**src/rtl/alu_rs_scheduler.sv**
```systemverilog
// Reservation station for the integer ALU: holds dispatched ops, captures operands
// from the CDB and issues the lowest-index ready entry, one per cycle.
module alu_rs_scheduler #(
  parameter int DEPTH = 8,
  parameter int ROB_W = 4
) (
  input  logic             clk,
  input  logic             rst,
  input  logic             rdy,
  input  logic             clear,
  input  logic             disp_valid,
  input  logic [5:0]       disp_opcode,
  input  logic [31:0]      disp_imm,
  input  logic [31:0]      disp_pc,
  input  logic [ROB_W-1:0] disp_rob,
  input  logic [31:0]      disp_vj,
  input  logic [ROB_W-1:0] disp_qj,
  input  logic             disp_rj,
  input  logic [31:0]      disp_vk,
  input  logic [ROB_W-1:0] disp_qk,
  input  logic             disp_rk,
  output logic             full,
  input  logic             cdb_valid,
  input  logic [ROB_W-1:0] cdb_rob,
  input  logic [31:0]      cdb_value,
  output logic             issue_sgn,
  output logic [5:0]       issue_opcode,
  output logic [31:0]      issue_lhs,
  output logic [31:0]      issue_rhs,
  output logic [31:0]      issue_imm,
  output logic [31:0]      issue_pc,
  output logic [ROB_W-1:0] issue_rob
);

  localparam int IDX_W = (DEPTH > 1) ? $clog2(DEPTH) : 1;

  logic [DEPTH-1:0] valid;
  logic [DEPTH-1:0] rj;
  logic [DEPTH-1:0] rk;
  logic [5:0]       opcode [DEPTH];
  logic [31:0]      imm    [DEPTH];
  logic [31:0]      pc     [DEPTH];
  logic [ROB_W-1:0] rob    [DEPTH];
  logic [31:0]      vj     [DEPTH];
  logic [ROB_W-1:0] qj     [DEPTH];
  logic [31:0]      vk     [DEPTH];
  logic [ROB_W-1:0] qk     [DEPTH];

  logic             sel_vld_p0;
  logic [IDX_W-1:0] sel_idx_p0;
  logic [IDX_W-1:0] free_idx;
  logic             accept;
  logic             snoop_j;
  logic             snoop_k;

  assign full    = &valid;
  assign accept  = disp_valid && !full;
  assign snoop_j = !disp_rj && cdb_valid && (cdb_rob == disp_qj);
  assign snoop_k = !disp_rk && cdb_valid && (cdb_rob == disp_qk);

  // Select stage: decided purely from registered entry state
  always_comb begin
    sel_vld_p0 = 1'b0;
    sel_idx_p0 = '0;
    free_idx   = '0;
    for (int i = DEPTH - 1; i >= 0; i--) begin
      if (valid[i] && rj[i] && rk[i]) begin
        sel_vld_p0 = 1'b1;
        sel_idx_p0 = IDX_W'(i);
      end
      if (!valid[i]) begin
        free_idx = IDX_W'(i);
      end
    end
  end

  // Issue stage: registered ALU bus and entry occupancy
  always_ff @(posedge clk or negedge rst) begin
    if (!rst) begin
      valid        <= '0;
      issue_sgn    <= 1'b0;
      issue_opcode <= '0;
      issue_lhs    <= '0;
      issue_rhs    <= '0;
      issue_imm    <= '0;
      issue_pc     <= '0;
      issue_rob    <= '0;
    end else if (rdy) begin
      if (clear) begin
        valid     <= '0;
        issue_sgn <= 1'b0;
      end else begin
        issue_sgn <= sel_vld_p0;
        if (sel_vld_p0) begin
          valid[sel_idx_p0] <= 1'b0;
          issue_opcode      <= opcode[sel_idx_p0];
          issue_lhs         <= vj[sel_idx_p0];
          issue_rhs         <= vk[sel_idx_p0];
          issue_imm         <= imm[sel_idx_p0];
          issue_pc          <= pc[sel_idx_p0];
          issue_rob         <= rob[sel_idx_p0];
        end
        // The freed winner and the free slot are always different entries
        if (accept) begin
          valid[free_idx] <= 1'b1;
        end
      end
    end
  end

  // Entry payload: only meaningful while the matching valid bit is set
  always_ff @(posedge clk) begin
    if (rdy && !clear) begin
      for (int i = 0; i < DEPTH; i++) begin
        if (valid[i] && !rj[i] && cdb_valid && (qj[i] == cdb_rob)) begin
          vj[i] <= cdb_value;
          rj[i] <= 1'b1;
        end
        if (valid[i] && !rk[i] && cdb_valid && (qk[i] == cdb_rob)) begin
          vk[i] <= cdb_value;
          rk[i] <= 1'b1;
        end
      end
      if (accept) begin
        opcode[free_idx] <= disp_opcode;
        imm[free_idx]    <= disp_imm;
        pc[free_idx]     <= disp_pc;
        rob[free_idx]    <= disp_rob;
        qj[free_idx]     <= disp_qj;
        qk[free_idx]     <= disp_qk;
        vj[free_idx]     <= snoop_j ? cdb_value : disp_vj;
        vk[free_idx]     <= snoop_k ? cdb_value : disp_vk;
        rj[free_idx]     <= disp_rj | snoop_j;
        rk[free_idx]     <= disp_rk | snoop_k;
      end
    end
  end

endmodule

```
**config.mk**
```make
export PLATFORM = sky130hd
export DESIGN_NAME = alu_rs_scheduler
export DESIGN_NICKNAME = d
export VERILOG_FILES = /design/src/rtl/alu_rs_scheduler.sv
export SDC_FILE = /design/constraint.sdc
export NUM_CORES = 2
export LEC_CHECK = 0
export ABC_CLOCK_PERIOD_IN_PS = 14020
export CORE_ASPECT_RATIO = 0.5
export CORE_MARGIN = 1.5
export CORE_UTILIZATION = 45
export DETAILED_ROUTE_END_ITERATION = 10
export PLACE_DENSITY = 0.6
export SLEW_MARGIN = 20
export SYNTH_ARGS = -nofsm -noshare
export SYNTH_HDL_FRONTEND = slang
export SYNTH_SLANG_ARGS = --single-unit
```
**constraint.sdc**
```tcl
create_clock -name clk -period 14.02 [get_ports clk]
set_clock_uncertainty 0.15 [all_clocks]
set_input_delay 2.103 -clock clk [delete_from_list [all_inputs] [get_ports clk]]
set_output_delay 2.103 -clock clk [all_outputs]
set_load 0.02 [all_outputs]
```
Yosys cells after proc, flatten, opt, wreduce, memory -nomap -nowiden
Memory sizes are Yosys's and may differ from the RTL's. A register that Yosys moved wholly into a read port is not among the register bits.
Index checks and enable logic that the tools add are counted.
{ "totals": {"regBits": 25, "mem_bits_rw": 1168, "input_bits": 190, "output_inout_bits": 140, "mem_count": 8} }
{ "memory_table": {"columns": ["name", "depth", "word_bits", "rd", "rd_clocked_by_memory_dff", "wr", "line", "rtl"], "rows": [
  ["imm", 8, 32, 1, 1, 1, "41", "logic [31:0] imm [DEPTH];"],
  ["pc", 8, 32, 1, 1, 1, "42", "logic [31:0] pc [DEPTH];"],
  ["vj", 8, 32, 1, 1, 9, "44", "logic [31:0] vj [DEPTH];"],
  ["vk", 8, 32, 1, 1, 9, "46", "logic [31:0] vk [DEPTH];"],
  ["opcode", 8, 6, 1, 1, 1, "40", "logic [5:0] opcode [DEPTH];"],
  ["qj", 8, 4, 8, 0, 1, "45", "logic [ROB_W-1:0] qj [DEPTH];"],
  ["2 more memories", null, null, null, null, null, null, null]
]} }
{ "op_classes": {"n_lt_le_gt_ge": 4, "eq_ne": 18, "n_mux": 123, "n_bitwise": 6, "n_reduce_logical": 100} }
{ "ops": {"columns": ["cell", "count"], "rows": [
  ["$mux W1", 94],
  ["$eq A4 B4 Y1", 18],
  ["$logic_and A1 B1 Y1", 72],
  ["$mux W32", 2],
  ["$mux W8", 7],
  ["$mux W3", 16],
  ["$logic_not A1 Y1", 26],
  ["$bwmux W8", 2],
  ["$and A8 B8 Y8", 1],
  ["$lt A3 B4 Y1 const B", 2],
  ["$not A8 Y8", 1],
  ["$or A8 B8 Y8", 1],
  ["$reduce_and A8 Y1", 1],
  ["$demux W1 S3", 2],
  ["$ge A3 B1 Y1 const B", 2],
  ["$reduce_and A3 Y1", 1],
  ["$or A1 B1 Y1", 2],
  ["$not A1 Y1", 1]
]} }

Depth between registers and ports, before layout
{ "depth": {"ltp_word": 22, "mapped_depth": 11, "ltp_nobuf": 6} }

Worst setup path after synthesis
OpenSTA, ideal clock, no wires.
{ "synth_timing": {"kind": "input-to-reg", "startpoint": "input port clear", "endpoint": "memory imm[7][0], enable pin", "setup_time_ns": 0.624, "t_arrival_ns": 8.216, "required_time_ns": 13.246, "path_slack_ns": 5.030, "cell_stages": 4, "n_path_buf": 2, "path_cell_list": "clkbuf_1 nand2b_1 clkbuf_1 nor3_1"} }
{ "synth_via": {"elab_chain_cells": 4} }
{ "synth_lines": {"columns": ["element", "line", "rtl"], "rows": [
  ["start: declaration", "10", "input logic clear,"],
  ["$logic_not A1 Y1", "113", "if (rdy && !clear) begin"],
  ["$logic_and A1 B1 Y1", "113", null],
  ["$mux W1", "113", null],
  ["$mux W1 (not written as such)", "126", "imm[free_idx] <= disp_imm;"],
  ["end: declaration", "41", null]
]} }
Every way passes these cells.

Final worst setup path
{ "layout_timing": {"startpoint": "input port clear", "endpoint": "memory imm[5][22], enable pin"} }
The elaborated chain is that of the path after synthesis.

==> metrics.txt <==
status=finished, final reports clean; Worst Tran Pin Value=1167 ps; Post-Syn Area per Cell=14.89 sq um; overall die height=254.9 microns; Detailed Route WL=183,300 microns; crit path max fanout=32; via-per-instance ratio=around 6.4; antenna violation net count after detailed routing=0; most area-hungry cell type in the Yosys netlist=sky130_fd_sc_hd__edfxtp_1; Worst EP required=around 14,000 ps; period utilisation layout=38.98%; CTS H-tree lvls=3; overall die area=129,200 sq um; Final Hold Fails=0; min Tclk post-route=between 5000 and 6000 ps; total global routing overflow=0; post-layout instance area=66,000 sq um; Hold-fix buffers, CTS=0; starting density of the core=45.35%; TritonCTS buffer count=118; count of unique library cells instantiated by Yosys=50; setup violators final=0; Clock Path Buffers=3; sequential share of the synthesized area=68.69%; number of enable flip-flop cells after synthesis=1,184; Worst Setup SP=clear; critical path endpoint category=register; reg2reg setup slack=9560 ps; final core utilization=52.41%; Peak VDD IR=0.0001087 V; Final Power=slightly above 9000 uW; async set-reset flop share out of synthesis=between 10 and 15%; Mapped Cells=3,835; antenna violations before repair=16; Synth top area share=between 60% and 70%; worst hold slack after final layout=between 300 and 400 ps; first drt pass iteration count=8; total of warnings raised by yosys=0; WS Path Type=primary input to register; Pwr per Cell Area=137.2 nW/um^2; final weighted congestion in routability-driven placement=~0.86; leading cell types by total area after synthesis=sky130_fd_sc_hd__edfxtp_1 (62%), sky130_fd_sc_hd__mux2_2 (10%), sky130_fd_sc_hd__dfrtp_1 (6.4%); commonest register cell after synthesis=sky130_fd_sc_hd__edfxtp_1; Sum Neg Setup Slack=0 ps; worst reg2reg path depth=9; vias post-DR=37,560; number of nets in the layout=4,210; first-pass GRT wire length=between 200,000 and 300,000 microns; number of clock sinks=around 1,300; wire per inst=31.46 microns; post-route DRC violation count=0; launching point of the worst reg2reg path=valid[4]; number of global-route vias before repair=37,430; static power due to leakage=0.02128 uW; highest clock frequency the design can meet=183.0 MHz; dpl hpwl=92,920 microns; post-detailed-placement cell area=62,130 sq um; number of synthesized register bits=1,331; capturing element of the worst setup path=imm[5][22]; path class of the lowest-slack min-delay path=register to register; CP Data Arrival Time=5680 ps; cell chosen for the clock root=sky130_fd_sc_hd__clkbuf_16; Mapped Area=about 57,000 sq um; Max Cap Violations=0; total count of max-transition violations in the final report=0; Area Overhead vs Synth=15.56%; max-slew headroom at the worst pin=between 20% and 30%; placeable core region=about 130,000 sq um; horizontal die dimension=506.8 microns; total of cells resized after clock tree synthesis=0; fraction of final layout cells sized beyond drive strength 1=approximately 20%; clock-pin slew of the registers on the worst-case setup and hold paths=~70 ps; Worst-Skew Late Latency=approximately 740 ps; pin count of the biggest net entering global routing=164; setup repair after global routing missed its margin=false; net count after synthesis=around 4,000; crit path launch type=primary input; count of buffers added by post-CTS timing repair for setup=0; count of boundary I/O pins=330; total routing usage reported by global routing=27.94%; endpoint of the worst register-to-register path=issue_pc[11]; Rows=approximately 90; count of input and output buffers=approximately 330; TritonCTS clock tree=yes; violation count after the first detailed-routing iteration=4,575
how the worst min path moves through the flow:
stage | startpoint | to | slack (ps) | cells after the start
after floorplan | imm[1][12] | issue_imm[12] | 370 | 2
after global placement | issue_sgn | issue_sgn | 330 | 1
after detailed placement | issue_sgn | issue_sgn | 320 | 1
after CTS | issue_sgn | issue_sgn | 340 | 1
after global routing | issue_sgn | issue_sgn | 360 | 1
final | issue_sgn | issue_sgn | 350 | 1
worst max-delay path: stages:
cell,delay [ps]
sky130_fd_sc_hd__clkdlybuf4s50_1,570
sky130_fd_sc_hd__nand2b_1,470
sky130_fd_sc_hd__inv_1,170
sky130_fd_sc_hd__nand2_1,270
sky130_fd_sc_hd__nor2_4,830
sky130_fd_sc_hd__buf_4,650
sky130_fd_sc_hd__buf_4,570
cell families after synthesis:
logic type                Yosys count  share of synthesized area [%]
AOI/OAI and AO/OA                 916                          12.06
xor gates and xnor gates           66                          1.012
buffers and inverters             364                          2.574
DFF                              1331                          68.69
muxes                             512                          10.09
and+or+nand+nor                   646                          5.567
registers in the layout (all words and copies together), names as in the netlist:
register and flops:
imm 256, pc 256, vj 256, vk 256
opcode 48, issue_imm 32, issue_lhs 32, issue_pc 32
issue_rhs 32, qj 32, qk 32, rob 32
rj 8, rk 8, valid 8, issue_opcode 6
issue_rob 4, issue_sgn 1
placed cells by master (no fill, tap or decap), drive strengths merged, types with 50 or more instances in the layout:
cell           instances
edfxtp              1184
mux2                 512
clkdlybuf4s50        328
nand3                262
a31oi                212
clkbuf               182
nand2                166
dfrtp                147
a22oi                138
and3                 115
a21o                 107
a22o                 107
a222oi               106
buf                   85
a21oi                 56
xnor2                 50
metrics by stage:
step,setup slack [ps],cells
5_1_grt,8419,5824
2_1_floorplan,5030,3835
3_5_place_dp,7758,5591
4_1_cts,8542,5813
6_report,8556,5827
3_3_place_gp,7762,5591
cell type report:
| cell class | instances | area [sq um] |
|---|---|---|
| antenna | 13 | 32.53 |
| clock buffer | 181 | 3475 |
| clock inverter | 41 | 336.6 |
| fill | 10400 | 59930 |
| inverter | 15 | 66.31 |
| multi-input combinational | 2140 | 16710 |
| sequential | 1331 | 39230 |
| tap | 1692 | 2117 |
| timing repair buffer | 414 | 4030 |
cells in the mapped netlist (43+ instances only):
cell type / count
sky130_fd_sc_hd__a211oi_1: 43
sky130_fd_sc_hd__a21o_1: 107
sky130_fd_sc_hd__a21oi_1: 56
sky130_fd_sc_hd__a221oi_1: 48
sky130_fd_sc_hd__a222oi_1: 106
sky130_fd_sc_hd__a22o_1: 107
sky130_fd_sc_hd__a22oi_1: 138
sky130_fd_sc_hd__a31oi_1: 212
sky130_fd_sc_hd__and3_1: 115
sky130_fd_sc_hd__buf_2: 68
sky130_fd_sc_hd__clkbuf_1: 254
sky130_fd_sc_hd__dfrtp_1: 147
sky130_fd_sc_hd__edfxtp_1: 1184
sky130_fd_sc_hd__mux2_2: 509
sky130_fd_sc_hd__nand2_1: 166
sky130_fd_sc_hd__nand3_1: 262
sky130_fd_sc_hd__nor2_1: 48
sky130_fd_sc_hd__xnor2_1: 50
metal layers:
metal	wire length [microns]	GRT usage, %	part of all wire [%]
met4	5987	9.927	3.3
met1	74730	37.57	41
met3	14770	4.541	8.1
met2	87790	46.22	48
met5	51	0	0.028
where the power goes:
part           internal, uW  switching, uW  total [uW]
clock network          1790           1480        3270
logic                   532            575        1110
registers              4510            171        4680
total                  6840           2220        9060
No activity file was read; power rests on OpenSTA's default activity.
